==> config.mk <==
export PLATFORM = sky130hd
export DESIGN_NAME = fmc_frame_reader
export DESIGN_NICKNAME = d
export VERILOG_FILES = /design/src/rtl/fmc_frame_reader.sv
export SDC_FILE = /design/constraint.sdc
export NUM_CORES = 1
export LEC_CHECK = 0
export CAP_MARGIN = 20
export CORE_MARGIN = 1.5
export CORE_UTILIZATION = 50
export CTS_CLUSTER_DIAMETER = 120
export DETAILED_ROUTE_END_ITERATION = 10
export PLACE_DENSITY = 0.77
export RECOVER_POWER = 25
export SETUP_SLACK_MARGIN = 0.15
export SLEW_MARGIN = 20
export SYNTH_ARGS = -nofsm -noshare
export SYNTH_HDL_FRONTEND = slang
export SYNTH_SLANG_ARGS = --single-unit
==> constraint.sdc <==
create_clock -name aclk -period 3.25 [get_ports aclk]
set_clock_uncertainty 0.2 [all_clocks]
set_input_delay 0.65 -clock aclk [delete_from_list [all_inputs] [get_ports aclk]]
set_output_delay 0.65 -clock aclk [all_outputs]
set_load 0.01 [all_outputs]
==> src/rtl/fmc_frame_reader.sv <==
// fmc_frame_reader
//   Reads one timestamped ADC frame (4 timestamp words + samples, 16-bit each)
//   out of the FMC capture BRAM on every rising edge of frame_ready and emits
//   it as a single AXI-Stream packet (tuser on word 0, tlast on the last word).
//
// Ports
//   aclk, aresetn        clock / async active-low reset
//   enable, frame_ready  trigger gating and capture-side frame interrupt level
//   bram_*               read-only BRAM port (one-cycle read latency)
//   m_axis_*             AXI-Stream master
//   busy                 frame in progress
//   frame_cnt, drop_cnt  frames completed (wraps), triggers dropped while busy (saturates)
//
// state | meaning
// IDLE  | waiting for a frame_ready rising edge with enable=1
// READ  | issuing BRAM reads for word 0..FRAME_WORDS-1
// DRAIN | all reads issued, waiting for the tlast beat to handshake
module fmc_frame_reader #(
  parameter int ADDR_WIDTH  = 12,
  parameter int BASE_ADDR   = 0,
  parameter int FRAME_WORDS = 36
) (
  input  logic                  aclk,
  input  logic                  aresetn,
  input  logic                  enable,
  input  logic                  frame_ready,
  output logic                  bram_clk,
  output logic                  bram_rst,
  output logic [ADDR_WIDTH-1:0] bram_addr,
  output logic                  bram_en,
  output logic [1:0]            bram_we,
  output logic [15:0]           bram_din,
  input  logic [15:0]           bram_dout,
  output logic [15:0]           m_axis_tdata,
  output logic                  m_axis_tvalid,
  input  logic                  m_axis_tready,
  output logic                  m_axis_tlast,
  output logic                  m_axis_tuser,
  output logic                  busy,
  output logic [15:0]           frame_cnt,
  output logic [15:0]           drop_cnt
);

  localparam int PTR_W = (FRAME_WORDS > 1) ? $clog2(FRAME_WORDS) : 1;
  localparam logic [PTR_W-1:0]      LAST_PTR = PTR_W'(FRAME_WORDS - 1);
  localparam logic [ADDR_WIDTH-1:0] BASE     = ADDR_WIDTH'(BASE_ADDR);

  typedef enum logic [1:0] {IDLE, READ, DRAIN} state_t;

  state_t                  state_q, state_d;
  logic                    fr_q;
  logic [PTR_W-1:0]        rd_ptr_q, rd_ptr_d;
  logic                    en_q, en_d;
  logic [ADDR_WIDTH-1:0]   addr_q, addr_d;
  // tag = {last, first}, travels with each read through the BRAM latency
  logic [1:0]              en_tag_q, en_tag_d;
  logic                    rdv_q, rdv_d;
  logic [1:0]              rd_tag_q, rd_tag_d;
  // output buffer entries = {last, first, data}; buf0 is the head
  logic [17:0]             buf0_q, buf0_d, buf1_q, buf1_d;
  logic [1:0]              cnt_q, cnt_d;
  logic [15:0]             frame_cnt_q, frame_cnt_d;
  logic [15:0]             drop_cnt_q, drop_cnt_d;

  logic                    trigger, pop, push, issue, drop;
  logic [2:0]              occ;
  logic [17:0]             new_word;

  always_comb begin
    state_d     = state_q;
    rd_ptr_d    = rd_ptr_q;
    en_d        = 1'b0;
    addr_d      = addr_q;
    en_tag_d    = en_tag_q;
    rdv_d       = en_q;
    rd_tag_d    = en_tag_q;
    buf0_d      = buf0_q;
    buf1_d      = buf1_q;
    cnt_d       = cnt_q;
    frame_cnt_d = frame_cnt_q;
    drop_cnt_d  = drop_cnt_q;
    drop        = 1'b0;

    trigger  = frame_ready & ~fr_q & enable;
    pop      = (cnt_q != 2'd0) & m_axis_tready;
    push     = rdv_q;
    new_word = {rd_tag_q, bram_dout};

    // Reads already in the BRAM pipeline are counted against buffer space so
    // the 2-entry buffer can never be overrun even if the stream stalls.
    occ   = 3'(cnt_q) + 3'(en_q) + 3'(rdv_q);
    issue = (state_q == READ) && (occ < (3'd2 + 3'(pop)));

    if (issue) begin
      en_d     = 1'b1;
      addr_d   = BASE + ADDR_WIDTH'(rd_ptr_q);
      en_tag_d = {rd_ptr_q == LAST_PTR, rd_ptr_q == '0};
      rd_ptr_d = rd_ptr_q + 1'b1;
    end

    if (push && !pop) begin
      if (cnt_q == 2'd0) buf0_d = new_word;
      else               buf1_d = new_word;
      cnt_d = cnt_q + 2'd1;
    end else if (!push && pop) begin
      buf0_d = buf1_q;
      cnt_d  = cnt_q - 2'd1;
    end else if (push && pop) begin
      if (cnt_q == 2'd1) begin
        buf0_d = new_word;
      end else begin
        buf0_d = buf1_q;
        buf1_d = new_word;
      end
    end

    case (state_q)
      IDLE: begin
        if (trigger) begin
          state_d  = READ;
          rd_ptr_d = '0;
        end
      end
      READ: begin
        drop = trigger;
        if (issue && rd_ptr_q == LAST_PTR) state_d = DRAIN;
      end
      DRAIN: begin
        drop = trigger;
        if (pop && buf0_q[17]) begin
          state_d     = IDLE;
          frame_cnt_d = frame_cnt_q + 16'd1;
        end
      end
      default: state_d = IDLE;
    endcase

    if (drop && drop_cnt_q != 16'hFFFF) drop_cnt_d = drop_cnt_q + 16'd1;
  end

  always_ff @(posedge aclk or negedge aresetn) begin
    if (!aresetn) begin
      state_q     <= IDLE;
      fr_q        <= 1'b1;
      rd_ptr_q    <= '0;
      en_q        <= 1'b0;
      addr_q      <= '0;
      en_tag_q    <= '0;
      rdv_q       <= 1'b0;
      rd_tag_q    <= '0;
      buf0_q      <= '0;
      buf1_q      <= '0;
      cnt_q       <= '0;
      frame_cnt_q <= '0;
      drop_cnt_q  <= '0;
    end else begin
      state_q     <= state_d;
      fr_q        <= frame_ready;
      rd_ptr_q    <= rd_ptr_d;
      en_q        <= en_d;
      addr_q      <= addr_d;
      en_tag_q    <= en_tag_d;
      rdv_q       <= rdv_d;
      rd_tag_q    <= rd_tag_d;
      buf0_q      <= buf0_d;
      buf1_q      <= buf1_d;
      cnt_q       <= cnt_d;
      frame_cnt_q <= frame_cnt_d;
      drop_cnt_q  <= drop_cnt_d;
    end
  end

  assign bram_clk      = aclk;
  assign bram_rst      = ~aresetn;
  assign bram_addr     = addr_q;
  assign bram_en       = en_q;
  assign bram_we       = 2'b00;
  assign bram_din      = 16'h0000;
  assign m_axis_tdata  = buf0_q[15:0];
  assign m_axis_tuser  = buf0_q[16];
  assign m_axis_tlast  = buf0_q[17];
  assign m_axis_tvalid = (cnt_q != 2'd0);
  assign busy          = (state_q != IDLE);
  assign frame_cnt     = frame_cnt_q;
  assign drop_cnt      = drop_cnt_q;

endmodule
==> results.sh, run 1 <==
export IMPL_required_ps=2400
export IMPL_start_util_pct=52.2
export IMPL_antenna_violating_nets_left=0
export IMPL_register_area_um2=2280
export IMPL_worst_slew_margin_pct=6.41
export IMPL_critical_path_startpoint="aclk"
export IMPL_floorplan_rows=33
export IMPL_critPathMostFrequentCell="clkbuf_8"
export IMPL_ios=106
export IMPL_worstRegToRegCells=7
export IMPL_worst_path_largest_cell_delay_ps=270
export IMPL_synth_top_cells_by_area="dfrtp_1 52%, mux2_2 5.7%, mux2i_1 4.6%"
export IMPL_worst_r2r_setup_slack_ps=520
export IMPL_syn2layout_area_growth_pct=25.8
export IMPL_timing_setup_critical_path_class="clock port to primary output"
export IMPL_route_detailed_wl_per_inst_um=14.2
export IMPL_drv_cap=0
export IMPL_internal_power_uw=2950
export IMPL_critPathCapture="bram_clk"
export IMPL_slew_violations=0
export IMPL_timing_final_ws_setup_ps=283
export IMPL_setup_repair_after_global_routing_missed_its_margin="no"
export IMPL_die_width_um=96.3
export IMPL_grt_start_max_net_pins=66
export IMPL_placed_area_um2=5220
export IMPL_placeableCoreArea_um2=8340
export IMPL_synth_cell_area_um2=4350
export IMPL_rr_startpoint="cnt_q[0]"
export IMPL_synth_ff_latch_count=91
export IMPL_remaining_drc_errors=0
export IMPL_drive_gt1_share_pct=11.1
export IMPL_critical_path_n_buffers_inverters=3
export IMPL_critical_path_slowest_cell="dlygate4sd2_1"
export IMPL_fillers=668
export IMPL_crit_cells=3
export IMPL_switching_share_pct=32.9
export IMPL_share_of_total_power_in_the_clock_network_pct=21.7
export IMPL_hold_fails_final_rpt=0
export IMPL_cts_tree="done"
export IMPL_power_per_cell_area_nw_per_um2=804
export IMPL_power_switching_uw=1450
export IMPL_worstPathMaxFanout=2
export IMPL_global_route_wire_length_before_repair_um=13700
export IMPL_cts_setup_buffers=0
export IMPL_synth_avg_cell_area_um2=11.5
export IMPL_globalRouteTotalUtil_pct=19.1
export IMPL_crit_chain="clkbuf_8 -> clkbuf_8 -> dlygate4sd2_1"
export IMPL_synth_warning_count=0
export IMPL_ys_types=42
export IMPL_drt_first_pass_iters=4
export IMPL_synth_top_cell_area_share_pct=51.8
export IMPL_vdd_ir_drop_max_uv=458
export IMPL_endpoint_kind="primary output"
export IMPL_initial_antenna_violation_count=0
export IMPL_num_nets_final=507
export IMPL_min_path_type="flop to flop"
export IMPL_worstMarginPinSlew_ps=1400
export IMPL_clkSlewWorstSetupHoldPaths_ps=80
export IMPL_final_wtd_congestion=0.801
export IMPL_fp_dieH_um=96.3
export IMPL_worst_path_dominant_cell_family="buffers and inverters"
export IMPL_final_core_util_pct=65.6
export IMPL_pre_cts_ws_ps=294
export IMPL_routed_via_density=5.26
export IMPL_regToRegEndpoint="state_q[1]"
export IMPL_global_route_overflow_total=0
export IMPL_drt_iter0_drc=84
export IMPL_die_area_um2=9270
export IMPL_finalSetupViolCount=0
export IMPL_clkLatencyLatePin_ps=450
export IMPL_antennaDiodeCount=0
export IMPL_post_synthesis_instance_total=378
export IMPL_power_leakage_uw=0.00258
export IMPL_setup_total_negative_slack_ps=0
export IMPL_route_vias_total=3054
export IMPL_fin_area_um2=5470
export IMPL_combPwrFrac_pct=38.2
export IMPL_totalWireLength_um=8260
export IMPL_port_buffers=81
export IMPL_synth_yosys_seq_area_share_pct=52.4
export IMPL_dp_hpwl_um=5900
export IMPL_multiInputGateArea_um2=1870
export IMPL_p_seq_share_pct=40.0
export IMPL_cp_start_kind="clock port"
export IMPL_run_status="finished, final reports clean"
export IMPL_via_count_of_the_first_global_routing_pass=3033
export IMPL_synth_top_area_cell="dfrtp_1"
export IMPL_timing_hold_worst_path_depth=0
export IMPL_critical_path_arrival_ps=2120
flip-flops by register name, summed over array words and instances (netlist names):
name	cells
rd_tag_q	2
cnt_q	2
buf1_q	18
push	1
en_tag_q	2
bram_addr	6
bram_en	1
fr_q	1
buf0_q	18
state_q	2
drop_cnt	16
frame_cnt	16
rd_ptr_q	6
through the flow:
step           std cells  power [uW]  hold slack [ps]
6_report             581        4400              179
4_1_cts              581        4450             44.7
3_5_place_dp         562        3510              161
3_3_place_gp         562        3430              165
2_1_floorplan        401        2830              150
5_1_grt              581        4720              197
kinds of logic after synthesis:
| family | share of synthesized area, % |
|---|---|
| other | 0.0862 |
| buffers and inverters | 6.73 |
| AOI/OAI and AO/OA | 4.57 |
| adders and majority gates | 4.49 |
| DFF | 52.4 |
| muxes | 11.6 |
| xor gates and xnor gates | 7.05 |
| and+or+nand+nor | 13.1 |
power groups by stage:
stage | clock, uW | combinational, uW | sequential, uW
floorplan | 25.4 | 993 | 1810
global placement | 31.3 | 1640 | 1760
detailed placement | 31.3 | 1700 | 1790
CTS | 981 | 1710 | 1760
global route | 1030 | 1870 | 1810
finish | 956 | 1680 | 1760
placed cells by master (no fill, tap or decap), types with 4 or more instances in the layout:
cell type	n
clkbuf_8	13
o21ai_0	23
nand3_1	8
dfrtp_1	90
nor3_1	7
nand2_1	38
mux2i_1	20
nor2_1	11
nor3b_1	4
mux2_1	5
xnor2_1	20
xor2_1	15
nand4_1	10
conb_1	24
and3_1	5
mux2_2	22
buf_4	5
clkdlybuf4s50_1	78
ha_1	14
inv_1	19
worst min-delay path by stage:
stage | from | endpoint
final | en_tag_q[1] | rd_tag_q[1]
after global routing | en_tag_q[0] | rd_tag_q[0]
after CTS | aresetn | buf0_q[4]
after detailed placement | en_tag_q[1] | rd_tag_q[1]
after global placement | en_tag_q[1] | rd_tag_q[1]
after floorplan | aresetn | bram_addr[0]
synthesized netlist by cell type, drive strengths merged:
| cell type | instances |
|---|---|
| nor4bb | 1 |
| a211oi | 1 |
| nor4 | 4 |
| dfrtp | 90 |
| or3 | 3 |
| dfstp | 1 |
| and4b | 2 |
| buf | 29 |
| a21oi | 4 |
| o31a | 1 |
| o21ai | 23 |
| ha | 14 |
| and3 | 5 |
| nand4b | 2 |
| nor3 | 7 |
| nand3b | 2 |
| nor3b | 4 |
| nand2 | 38 |
| conb | 1 |
| a2111oi | 3 |
| nand4 | 10 |
| xor2 | 15 |
| a2111o | 1 |
| and4 | 3 |
| nor4b | 1 |
| fa | 1 |
| inv | 20 |
| nand3 | 8 |
| clkbuf | 3 |
| xnor2 | 20 |
| mux2i | 20 |
| mux2 | 27 |
| or2b | 1 |
| a222oi | 1 |
| nor2 | 11 |
| or4 | 1 |
metal layers:
layer	global-route usage [%]	wire length (um)	up-vias
met5	0	0	-
met4	8.21	176	0
met3	3.71	357	12
met2	32.2	3990	85
met1	23.9	3730	1514
li1	-	-	1443
area by class of cell:
type,count,share of cell area (%)
timing repair buffer,87,15.3
clock buffer,14,3.43
inverter,20,1.37
multi-input combinational,258,34.2
clock inverter,6,1.58
tap,105,2.40
sequential,91,41.6
timing repair:
item                                    4_1_cts  5_1_grt
endpoints found under the setup margin        1        0
hold buffers                                  0        0
resized for setup                             1        0
hold endpoints to repair                      0        0
(Power assumes the default switching activity.)
==> run 2: changes to the inputs <==
--- a/config.mk
+++ b/config.mk
@@ -7,10 +7,10 @@
 export LEC_CHECK = 0
 export CAP_MARGIN = 20
 export CORE_MARGIN = 1.5
-export CORE_UTILIZATION = 50
+export CORE_UTILIZATION = 51
 export CTS_CLUSTER_DIAMETER = 120
 export DETAILED_ROUTE_END_ITERATION = 10
-export PLACE_DENSITY = 0.77
+export PLACE_DENSITY = 0.78
 export RECOVER_POWER = 25
 export SETUP_SLACK_MARGIN = 0.15
 export SLEW_MARGIN = 20
==> constraint.sdc (replaced) <==
create_clock -name aclk -period 3.5 [get_ports aclk]
set_clock_uncertainty 0.2 [all_clocks]
set_input_delay 0.7 -clock aclk [delete_from_list [all_inputs] [get_ports aclk]]
set_output_delay 0.7 -clock aclk [all_outputs]
set_load 0.01 [all_outputs]
==> run 2 against run 1 <==
  * Sequential power shrank 7%
  * Combinational power decreased by 7%
  * The flow now finishes with violations (max-capacitance violations, max-slew violations)
  * Largest power group unchanged
  * Power shrank 4.7%
  * Final area rose by 0.64%
  * Global-route usage increased by 0.66 points
  * Register-to-register slack improved by 260 ps
  * Utilization increased by 1.1 points
  * Critical path type unchanged
  * Hold slack improved by 12 ps
  * Sequential share of layout area decreased by 0.26 points
  * Die area is 1.9% lower
  * First-iteration DRC count did not move
==> results.sh, run 2 (synthesized netlist as in run 1, its figures left out) <==
export IMPL_fillers=681
export IMPL_final_wtd_congestion=0.818
export IMPL_antenna_violating_nets_left=0
export IMPL_route_vias_total=2919
export IMPL_clkLatencyLatePin_ps=450
export IMPL_layout_commonest_cell="dfrtp_1"
export IMPL_min_path_type="flop to flop"
export IMPL_ios=106
export IMPL_hold_fix_buffers_cts=0
export IMPL_cp_start_kind="clock port"
export IMPL_timing_setup_critical_path_class="clock port to primary output"
export IMPL_floorplan_rows=33
export IMPL_global_route_overflow_total=0
export IMPL_worstPathMaxFanout=2
export IMPL_worstMarginPinSlew_ps=1530
export IMPL_power_leakage_uw=0.00260
export IMPL_placed_cells=561
export IMPL_remaining_drc_errors=0
export IMPL_final_cell_count_no_fill=580
export IMPL_cts_setup_buffers=0
export IMPL_initial_antenna_violation_count=0
export IMPL_final_core_util_pct=66.7
export IMPL_required_ps=2600
export IMPL_syn2layout_area_growth_pct=26.6
export IMPL_antennaDiodeCount=0
export IMPL_die_area_um2=9090
export IMPL_drv_cap=1
export IMPL_setup_total_negative_slack_ps=0
export IMPL_port_buffers=81
export IMPL_critical_path_arrival_ps=2130
export IMPL_cts_tree="done"
export IMPL_failed_checks="max-capacitance violations, max-slew violations"
export IMPL_clkSlewWorstSetupHoldPaths_ps=80
export IMPL_run_status="complete, but fails checks"
export IMPL_globalRouteTotalUtil_pct=19.8
export IMPL_grt_start_max_net_pins=64
export IMPL_most_common_layout_cells="90 x dfrtp_1, 78 x clkdlybuf4s50_1, 38 x nand2_1, 24 x conb_1, 23 x o21ai_0"
export IMPL_totalWireLength_um=8160
export IMPL_num_nets_final=506
export IMPL_worst_slew_margin_pct=-1.86
export IMPL_setup_repair_after_global_routing_missed_its_margin="no"
export IMPL_drive_gt1_share_pct=10.9
export IMPL_finalSetupViolCount=0
export IMPL_pre_cts_ws_ps=401
export IMPL_endpoint_kind="primary output"
export IMPL_drt_iter0_drc=84
export IMPL_slew_violations=30
export IMPL_via_count_of_the_first_global_routing_pass=3017
export IMPL_die_width_um=95.4
export IMPL_routed_via_density=5.03
export IMPL_route_detailed_wl_per_inst_um=14.1
export IMPL_dp_hpwl_um=5890
export IMPL_fp_dieH_um=95.4
export IMPL_vdd_ir_drop_max_uv=442
export IMPL_drt_first_pass_iters=6
export IMPL_power_per_cell_area_nw_per_um2=761
export IMPL_hold_fails_final_rpt=0
export IMPL_reg_top3="buf0_q x18, buf1_q x18"
export IMPL_post_cts_resized=0
export IMPL_global_route_wire_length_before_repair_um=13800
export IMPL_timing_final_ws_setup_ps=470
export IMPL_start_util_pct=52.7
export IMPL_placeableCoreArea_um2=8260
run 2: changes by cell type in the layout (fill, tap and decap cells not counted), sizes merged:
cell,previous run,this run
bufinv,2,4
buf,5,4
clkbuf,16,17
clkinv,2,1
clkinvlp,1,0
dlygate4sd2,1,0
dlymetal6s2s,0,1
inv,21,20
run 2: path summary, 6_finish.rpt:
| kind | start | to | slack [ps] | cells past startpoint |
|---|---|---|---|---|
| setup / recovery | aclk | bram_clk | 470 | 3 |
| hold / removal | en_tag_q[0] | rd_tag_q[0] | 190 | 0 |
| setup reg to reg | push | state_q[1] | 780 | 7 |
| hold reg to reg | en_tag_q[0] | rd_tag_q[0] | 190 | 0 |
| max in group asynchronous | aresetn | push | 790 | 3 |
| min in group asynchronous | aresetn | frame_cnt[2] | 630 | 2 |
run 2: layout make-up:
| class | instances | area [um2] | share of cell area (%) |
|---|---|---|---|
| inverters | 20 | 75.1 | 1.36 |
| flip-flops and latches | 91 | 2280 | 41.4 |
| clock inverters | 5 | 125 | 2.27 |
| multi-input cells | 258 | 1880 | 34.1 |
| repair buffers | 86 | 836 | 15.2 |
| clock buffers | 15 | 185 | 3.36 |
| well taps | 105 | 131 | 2.39 |
run 2: report_power, final:
group | internal [uW] | switching (uW) | leakage, uW | total (uW)
Sequential | 1400 | 239 | 0.00116 | 1630
Combinational | 842 | 715 | 0.00127 | 1560
Clock | 635 | 363 | 0.000162 | 998
run 2: critical path: stages:
cell and delay [ps]:
clkbuf_8 110, clkbuf_8 110, dlymetal6s2s_1 160
run 2: through the flow:
stage / power, uW / hold WS [ps] / area (um2)
floorplan: 2630 / 150 / 4440
global placement: 3190 / 164 / 5210
detailed placement: 3260 / 177 / 5210
CTS: 4250 / 82.6 / 5510
global route: 4500 / 216 / 5510
finish: 4190 / 191 / 5510
run 2: routing by layer:
metal | vias to the layer above | track usage [%] | routed length [um]
met5 | - | 0 | 0
met4 | 0 | 7.59 | 97
met3 | 9 | 4.63 | 359
met2 | 76 | 32.3 | 4030
met1 | 1388 | 25.5 | 3680
li1 | 1446 | - | -
